--- config.mk ---
export PLATFORM = sky130hd
export DESIGN_NAME = encoding_sequencer
export DESIGN_NICKNAME = d
export VERILOG_FILES = /design/src/rtl/encoder_pkg.sv /design/src/rtl/seg_counter.sv /design/src/rtl/encoding_sequencer.sv
export SDC_FILE = /design/constraint.sdc
export NUM_CORES = 1
export LEC_CHECK = 0
export ABC_AREA = 1
export BUFFER_PORTS_ARGS = -buffer_cell sky130_fd_sc_hd__buf_2
export CORE_ASPECT_RATIO = 1.75
export CORE_MARGIN = 1
export CORE_UTILIZATION = 46
export CTS_CLUSTER_SIZE = 30
export DETAILED_ROUTE_END_ITERATION = 7
export PLACE_DENSITY = 0.87
export SYNTH_ARGS = -nofsm -noshare
export SYNTH_HDL_FRONTEND = slang
export SYNTH_SLANG_ARGS = --single-unit
--- constraint.sdc ---
create_clock -name clk_in -period 1.55 [get_ports clk_in]
set_input_delay 0.155 -clock clk_in [delete_from_list [all_inputs] [get_ports clk_in]]
set_output_delay 0.155 -clock clk_in [all_outputs]
set_load 0.1 [all_outputs]
--- src/rtl/encoder_pkg.sv ---
// encoder_pkg: shared FSM state type and parameter helpers for the encoding sequencer
package encoder_pkg;
    typedef enum logic [2:0] {
        IDLE  = 3'd0,
        CLEAR = 3'd1,
        RUN   = 3'd2,
        CAPT  = 3'd3,
        DONE  = 3'd4
    } state_e;

    localparam logic EU_RST_ACT_DEF = 1'b1;

    function automatic int segw(input int nseg);
        return (nseg > 1) ? $clog2(nseg) : 1;
    endfunction
endpackage

--- src/rtl/seg_counter.sv ---
// seg_counter: modulo-N segment counter with clear, enable and terminal-count flag
module seg_counter #(
    parameter int N = 2,
    parameter int W = 1
) (
    input  logic         clk,
    input  logic         clr_i,
    input  logic         en_i,
    output logic [W-1:0] cnt_o,
    output logic         tc_o
);
    logic [W-1:0] cnt_q;
    assign tc_o  = cnt_q == W'(N - 1);
    assign cnt_o = cnt_q;
    always_ff @(posedge clk) begin
        cnt_q <= clr_i ? '0 : en_i ? (tc_o ? '0 : cnt_q + W'(1)) : cnt_q;
    end
endmodule

--- src/rtl/encoding_sequencer.sv ---
// encoding_sequencer: drives the rotating-circulant Encoding_Unit through one codeword per transaction
module encoding_sequencer
    import encoder_pkg::*;
#(
    parameter int   M          = 32,
    parameter int   Lm         = 16,
    parameter logic EU_RST_ACT = EU_RST_ACT_DEF
) (
    input  logic                              clk_in,
    input  logic                              rst,
    input  logic                              in_valid,
    output logic                              in_ready,
    input  logic [M-1:0]                      msg_in,
    input  logic [M-1:0]                      f_in,
    output logic [M-1:0]                      msg_M,
    output logic [M-1:0]                      f_M,
    output logic [segw(M/Lm)-1:0]             seg_sel,
    output logic                              m_en0,
    output logic                              eu_rst,
    input  logic [M-1:0]                      p_M,
    output logic                              out_valid,
    input  logic                              out_ready,
    output logic [M-1:0]                      parity_out,
    output logic                              busy,
    output logic [15:0]                       cw_count
);
    localparam int NSEG = M / Lm;
    localparam int SEGW = segw(NSEG);

    state_e         state_q;
    logic [M-1:0]   msg_q, f_q, par_q;
    logic [15:0]    cnt_q;
    logic           in_ready_q, out_valid_q, busy_q, eu_rst_q;
    logic           seg_tc;

    // The counter sits at 0 everywhere but RUN, so seg_sel needs no extra gating.
    seg_counter #(.N(NSEG), .W(SEGW)) u_seg (
        .clk   (clk_in),
        .clr_i (!rst || state_q != RUN),
        .en_i  (state_q == RUN),
        .cnt_o (seg_sel),
        .tc_o  (seg_tc)
    );

    always_ff @(posedge clk_in) begin
        if (!rst) begin
            state_q     <= IDLE;
            msg_q       <= '0;
            f_q         <= '0;
            par_q       <= '0;
            cnt_q       <= '0;
            in_ready_q  <= 1'b1;
            out_valid_q <= 1'b0;
            busy_q      <= 1'b0;
            eu_rst_q    <= EU_RST_ACT;
        end else begin
            case (state_q)
                IDLE: if (in_valid) begin
                    msg_q      <= msg_in;
                    f_q        <= f_in;
                    state_q    <= CLEAR;
                    in_ready_q <= 1'b0;
                    busy_q     <= 1'b1;
                end
                CLEAR: begin
                    state_q  <= RUN;
                    eu_rst_q <= ~EU_RST_ACT;
                end
                RUN: if (seg_tc) begin
                    state_q  <= CAPT;
                    eu_rst_q <= EU_RST_ACT;
                end
                CAPT: begin
                    par_q       <= p_M;
                    state_q     <= DONE;
                    out_valid_q <= 1'b1;
                end
                DONE: if (out_ready) begin
                    state_q     <= IDLE;
                    out_valid_q <= 1'b0;
                    busy_q      <= 1'b0;
                    in_ready_q  <= 1'b1;
                    cnt_q       <= cnt_q + 16'd1;
                end
                default: begin
                    state_q     <= IDLE;
                    in_ready_q  <= 1'b1;
                    out_valid_q <= 1'b0;
                    busy_q      <= 1'b0;
                    eu_rst_q    <= EU_RST_ACT;
                end
            endcase
        end
    end

    assign in_ready   = in_ready_q;
    assign out_valid  = out_valid_q;
    assign busy       = busy_q;
    assign eu_rst     = eu_rst_q;
    assign msg_M      = msg_q;
    assign f_M        = f_q;
    assign parity_out = par_q;
    assign cw_count   = cnt_q;
    assign m_en0      = seg_sel[0];
endmodule
==> results of run 1 <==
[worst max-delay path, cell delays in order (launching register included)]
cell	delay [ps]
dfxtp_1	450
inv_2	90
nand2_1	130
nor2_4	60
nand2_2	80
buf_12	260
nand2_1	120
a21oi_1	140
[registers in the layout, summed over array words and instances, names as in the netlist]
name and flops:
parity_out 32, state_q 3, busy 1, out_valid 1, f_M 32, msg_M 32, cw_count 16, eu_rst 1
u_seg.cnt_o 1, in_ready 1
[power by group through the flow]
stage | logic [W] | registers (W) | clock network [W]
2_1_floorplan | 0.000905 | 0.00568 | 0
3_3_place_gp | 0.00354 | 0.00360 | 0
3_5_place_dp | 0.00357 | 0.00361 | 0
4_1_cts | 0.00362 | 0.00355 | 0.00408
5_1_grt | 0.00378 | 0.00359 | 0.00422
6_report | 0.00363 | 0.00355 | 0.00402
[worst paths after layout]
path | end | slack, ps
max | msg_M[7]$_SDFFE_PN0P_ | 100
min | parity_out[23]$_SDFFE_PN0P_ | 9
max reg2reg | msg_M[7]$_SDFFE_PN0P_ | 100
min reg2reg | msg_M[0]$_SDFFE_PN0P_ | 460
[Yosys cell counts (all sizes together)]
| library cell | instances |
|---|---|
| nand2 | 109 |
| nor2 | 99 |
| nand3 | 76 |
| o211ai | 1 |
| buf | 20 |
| o21ai | 39 |
| inv | 30 |
| nor3 | 5 |
| nor3b | 1 |
| nand4 | 8 |
| a21oi | 75 |
| dfxtp | 120 |
| clkbuf | 20 |
| ha | 1 |
[per-stage QoR]
| stage | instance area, um^2 | total power (W) |
|---|---|---|
| after floorplan | 4630 | 0.00659 |
| after global placement | 5780 | 0.00714 |
| after detailed placement | 5780 | 0.00718 |
| final | 6670 | 0.0112 |
| after CTS | 6660 | 0.0112 |
| after global routing | 6670 | 0.0116 |
[area by class of cell]
cell class / instances / area share [%]
sequential: 120 / 36.4
clock inverter: 14 / 2.59
multi-input combinational: 414 / 28.3
clock buffer: 18 / 6.59
timing repair buffer: 255 / 22.1
inverter: 30 / 1.69
tap: 122 / 2.29
[repair_timing]
item                                    CTS  global route
hold buffers                             26             1
endpoints found under the setup margin    0             1
setup buffers                             0             0
hold endpoints to repair                 26             1
[cells by family (layout without fill, tap and decap cells)]
logic type      Yosys count  after routing  share of synthesized area [%]
fa+ha+maj                 1              1                          0.273
flops                   120            120                           52.3
compound gates          115            115                           12.6
buf+inv                  70            317                           6.95
simple gates            298            298                           27.9
[metal layers]
layer / up-vias / track usage (%) / share of wire [%]
met5: - / 0 / 0
met3: 29 / 6.73 / 6.1
met2: 203 / 46.2 / 53
met4: 0 / 9.85 / 2.5
li1: 2447 / - / -
met1: 2239 / 27.0 / 39
==> results_dict.tcl, run 1 <==
set metrics [dict create \
    dp_hpwl_mm 8.55 \
    wl_per_cell_um 13.8 \
    critical_path.startpoint "state_q[2]$_SDFFE_PN0P_" \
    post-route-drc-count 0 \
    hp-class "in -> reg" \
    worst_pin_slew_ps 554 \
    portBuffers 217 \
    initial_utilization_pct 47.9 \
    critPathKind "reg -> reg" \
    cts_resized 0 \
    cp.required_ps 1880 \
    coreArea_mm2 0.00959 \
    drtPass1Iterations 4 \
    overflow 0 \
    ys_seq_area_share_pct 52.3 \
    antenna_cells 0 \
    first_iter_violations 217 \
    multi_input_area_mm2 0.00189 \
    clkPwrFrac_pct 35.9 \
    finalWorstSetupSlack_ps 103 \
    status "finished clean" \
    grt_max_degree 66 \
    critPathMaxFanout 65 \
    hold_depth 3 \
    cts_root_buf "clkbuf_16" \
    clock_sinks 120 \
    critPathLaunchType "flop" \
    pwr_density_cell_mw_per_mm2 1680 \
    fin_skew_ps 7.47 \
    nets 939 \
    grt_pass1_vias 4534 \
    period_share_pct 93.4 \
    nFillCells 785 \
    tritoncts "yes" \
    cts_buffer_depth 2 \
    synth_area_mm2 0.00459 \
    power_leakage_nw 3.19 \
    synth_cell_types 23 \
    ant_nets 0 \
    seqPwrFrac_pct 31.7 \
    viasPerCell 5.05 \
    synth_warnings 0 \
    r2r_start "state_q[2]$_SDFFE_PN0P_" \
    fmax_ghz 0.691 \
    critPathArrivalTime_ps 1780 \
    fin_crit_ps 1450 \
    swShare_pct 40.8 \
    synth_area_leaders "dfxtp_1 52%, nand2_1 8.8%, a21oi_1 8.2%, nand3_1 8.2%, nor2_1 7.7%" \
    register_area_mm2 0.00243 \
    setup_tns_ps 0 \
    layout_commonest_cell "buf_2" \
    synth_top_area_share_pct 52.3 \
    rr_worst_depth 7 \
    p_sw_w 0.00457 \
    dp_cells 914 \
    antenna_found_initial 0 \
    wirelength_mm 13.5 \
    path_clk_slew_ps 60 \
    final_cells 973 \
    min_from "p_M[23]" \
    post-route-util_pct 69.5 \
    final_cell_mix "217 x buf_2, 108 x nand2_1, 105 x dfxtp_1" \
    cts_buffers 17 \
    grtUsageTotal_pct 25.2 \
    num_io_pins 218 \
    ys_seq_elements 120 \
    grt_pass1_wl_mm 20.9 \
    cp-end-kind "flop" \
    yosysTopAreaCell "dfxtp_1" \
    fp.dieArea_mm2 0.0104 \
    hold_violations 0 \
    cts_max_level 4 \
    max-cap-violations 0 \
    num_rows 47 \
    setup_viol_count_final 0 \
    num_vias 4918 \
    intPower_w 0.00663 \
    syn_area_per_cell_um2 7.60 \
    syn_inst 604 \
    combPwrFrac_pct 32.4 \
    place_ws_ps 130 \
    maxSlewViolCount 0 \
    rsz0062_at_grt "no" \
    die_w_um 77.5 \
    slew_headroom_pct 63.0 \
    area_growth_pct 45.2 \
    finalWeightedCongestion 0.836 \
    drive_gt1_share_pct 33.6 \
    holdWs_ps 9.22 \
    ir_worst_vdd_uv 1230 \
    die_y_um 134 \
    synth_nets 705 \
    worstSkewPairLatency_ps 400 \
]
(Power assumes the default switching activity.)
==> inputs of run 2 (changes only) <==
--- a/config.mk
+++ b/config.mk
@@ -12,6 +12,7 @@
 export CORE_UTILIZATION = 46
 export CTS_CLUSTER_SIZE = 30
 export DETAILED_ROUTE_END_ITERATION = 7
+export GPL_TIMING_DRIVEN = 0
 export PLACE_DENSITY = 0.87
 export SYNTH_ARGS = -nofsm -noshare
 export SYNTH_HDL_FRONTEND = slang
==> results_dict.tcl, run 2 (synthesized netlist as in run 1, its figures left out) <==
set metrics [dict create \
    status "finished clean" \
    maxUsedRoutingLayer "met4" \
    fin_crit_ps 1460 \
    whs_endpoint "parity_out[23]$_SDFFE_PN0P_" \
    max-cap-violations 0 \
    route.met3.wl_um 777 \
    slew_headroom_pct 63.6 \
    setup_tns_ps 0 \
    grtUsageTotal_pct 26.8 \
    antenna_cells 0 \
    final_cell_mix "220 x buf_2, 108 x nand2_1, 103 x dfxtp_1" \
    post-route-util_pct 71.1 \
    fp.dieArea_mm2 0.0104 \
    min_from "p_M[23]" \
    num_io_pins 218 \
    drtPass1Iterations 5 \
    cts_root_buf "clkbuf_16" \
    num_rows 47 \
    wl_met2_mm 7.73 \
    finalWeightedCongestion 0.862 \
    cts_buffers 17 \
    post-route-drc-count 0 \
    r2r_start "state_q[0]$_SDFFE_PN0P_" \
    grt_max_degree 17 \
    critPathLaunchType "flop" \
    grt_pass1_wl_mm 21.9 \
    critPathMaxFanout 3 \
    wl_per_cell_um 14.0 \
    critical_path.startpoint "u_seg.cnt_o$_SDFFE_PP0P_" \
    num_vias 5120 \
    cp.required_ps 1390 \
    wirelength_mm 14.1 \
    initial_utilization_pct 47.9 \
    grt_pass1_vias 4890 \
    fmax_ghz 0.687 \
    path_clk_slew_ps 60 \
    pwr_density_cell_mw_per_mm2 1660 \
    hold_depth 3 \
    viasPerCell 5.10 \
    portBuffers 217 \
    tritoncts "yes" \
    layout_commonest_cell "buf_2" \
    r2r_end "f_M[0]$_SDFFE_PN0P_" \
    hp-class "in -> reg" \
    postCtsSetupRepairBufs 0 \
    cts_max_level 4 \
    nFillCells 756 \
    critPathKind "reg -> out" \
    cp-end-kind "output port" \
    coreArea_mm2 0.00959 \
    overflow 0 \
    drive_gt1_share_pct 33.3 \
    period_share_pct 93.9 \
    maxSlewViolCount 0 \
    hold_violations 0 \
    area_growth_pct 48.5 \
    worst_pin_slew_ps 546 \
    rrSetupSlack_ps 120 \
    critPathArrivalTime_ps 1300 \
    dp_hpwl_mm 9.61 \
    antenna_found_initial 0 \
    power_leakage_nw 3.26 \
    ir_worst_vdd_uv 1500 \
    setup_viol_count_final 0 \
    worstSkewPairLatency_ps 400 \
    wl_met1_mm 5.15 \
    rr_worst_depth 7 \
    cts_buffer_depth 2 \
    die_w_um 77.5 \
    fin_skew_ps 10.9 \
    die_y_um 134 \
    rsz0062_at_grt "no" \
    clock_sinks 120 \
    nets 972 \
    ant_nets 0 \
    first_iter_violations 183 \
]
## run 2: final cells by class
cell class,count,area (um^2),share of cell area [%]
sequential,120,2430,35.6
multi-input combinational,414,1910,28.0
timing repair buffer,248,1400,20.5
clock buffer,22,484,7.10
buffer,40,219,3.21
tap,122,153,2.24
clock inverter,8,119,1.74
inverter,30,113,1.65
## run 2: worst max-delay path: stages, from the launching register on
cell and delay (ps):
dfxtp_1 360, buf_4 130, buf_2 410
## run 2: timing repair
item | CTS | global route
hold buffers | 31 | 0
endpoints found under the hold margin | 31 | 0
pin swaps | 0 | 1
setup endpoints to repair | 4 | 87
gates resized for setup | 1 | 12
## run 2: metal layers
layer / GRT usage (%) / up-vias
met4: 12.2 / 0
met3: 7.21 / 36
met2: 51.3 / 201
met1: 25.9 / 2360
li1: - / 2523
met5: 0 / -
## run 2: worst max-delay path by stage
stage | end | depth (start not counted) | slack, ps
4_1_cts | f_M[0]$_SDFFE_PN0P_ | 7 | 10
3_5_place_dp | f_M[0]$_SDFFE_PN0P_ | 7 | -7
6_report | seg_sel | 2 | 90
2_1_floorplan | cw_count[9]$_SDFFE_PN0P_ | 7 | 1
5_1_grt | msg_M[26]$_SDFFE_PN0P_ | 7 | 6
3_3_place_gp | msg_M[26]$_SDFFE_PN0P_ | 7 | 50
## run 2: per-stage QoR
step / hold slack (ps) / cells / setup slack, ps / instance area [um^2] / total power [W]
final: 23.1 / 1004 / 94.5 / 6820 / 0.0114
after global routing: 7.47 / 1004 / 5.60 / 6820 / 0.0117
after CTS: 7.64 / 1004 / 14.0 / 6780 / 0.0114
after detailed placement: 384 / 943 / -6.88 / 5870 / 0.00728
after global placement: 376 / 943 / 45.0 / 5870 / 0.00724
after floorplan: 290 / 604 / 1.21 / 4630 / 0.00659
## run 2: report_power, final
group / switching (W) / total, W / internal (W)
sequential: 0.000171 / 0.00356 / 0.00339
clock: 0.00133 / 0.00401 / 0.00267
combinational: 0.00302 / 0.00378 / 0.000760
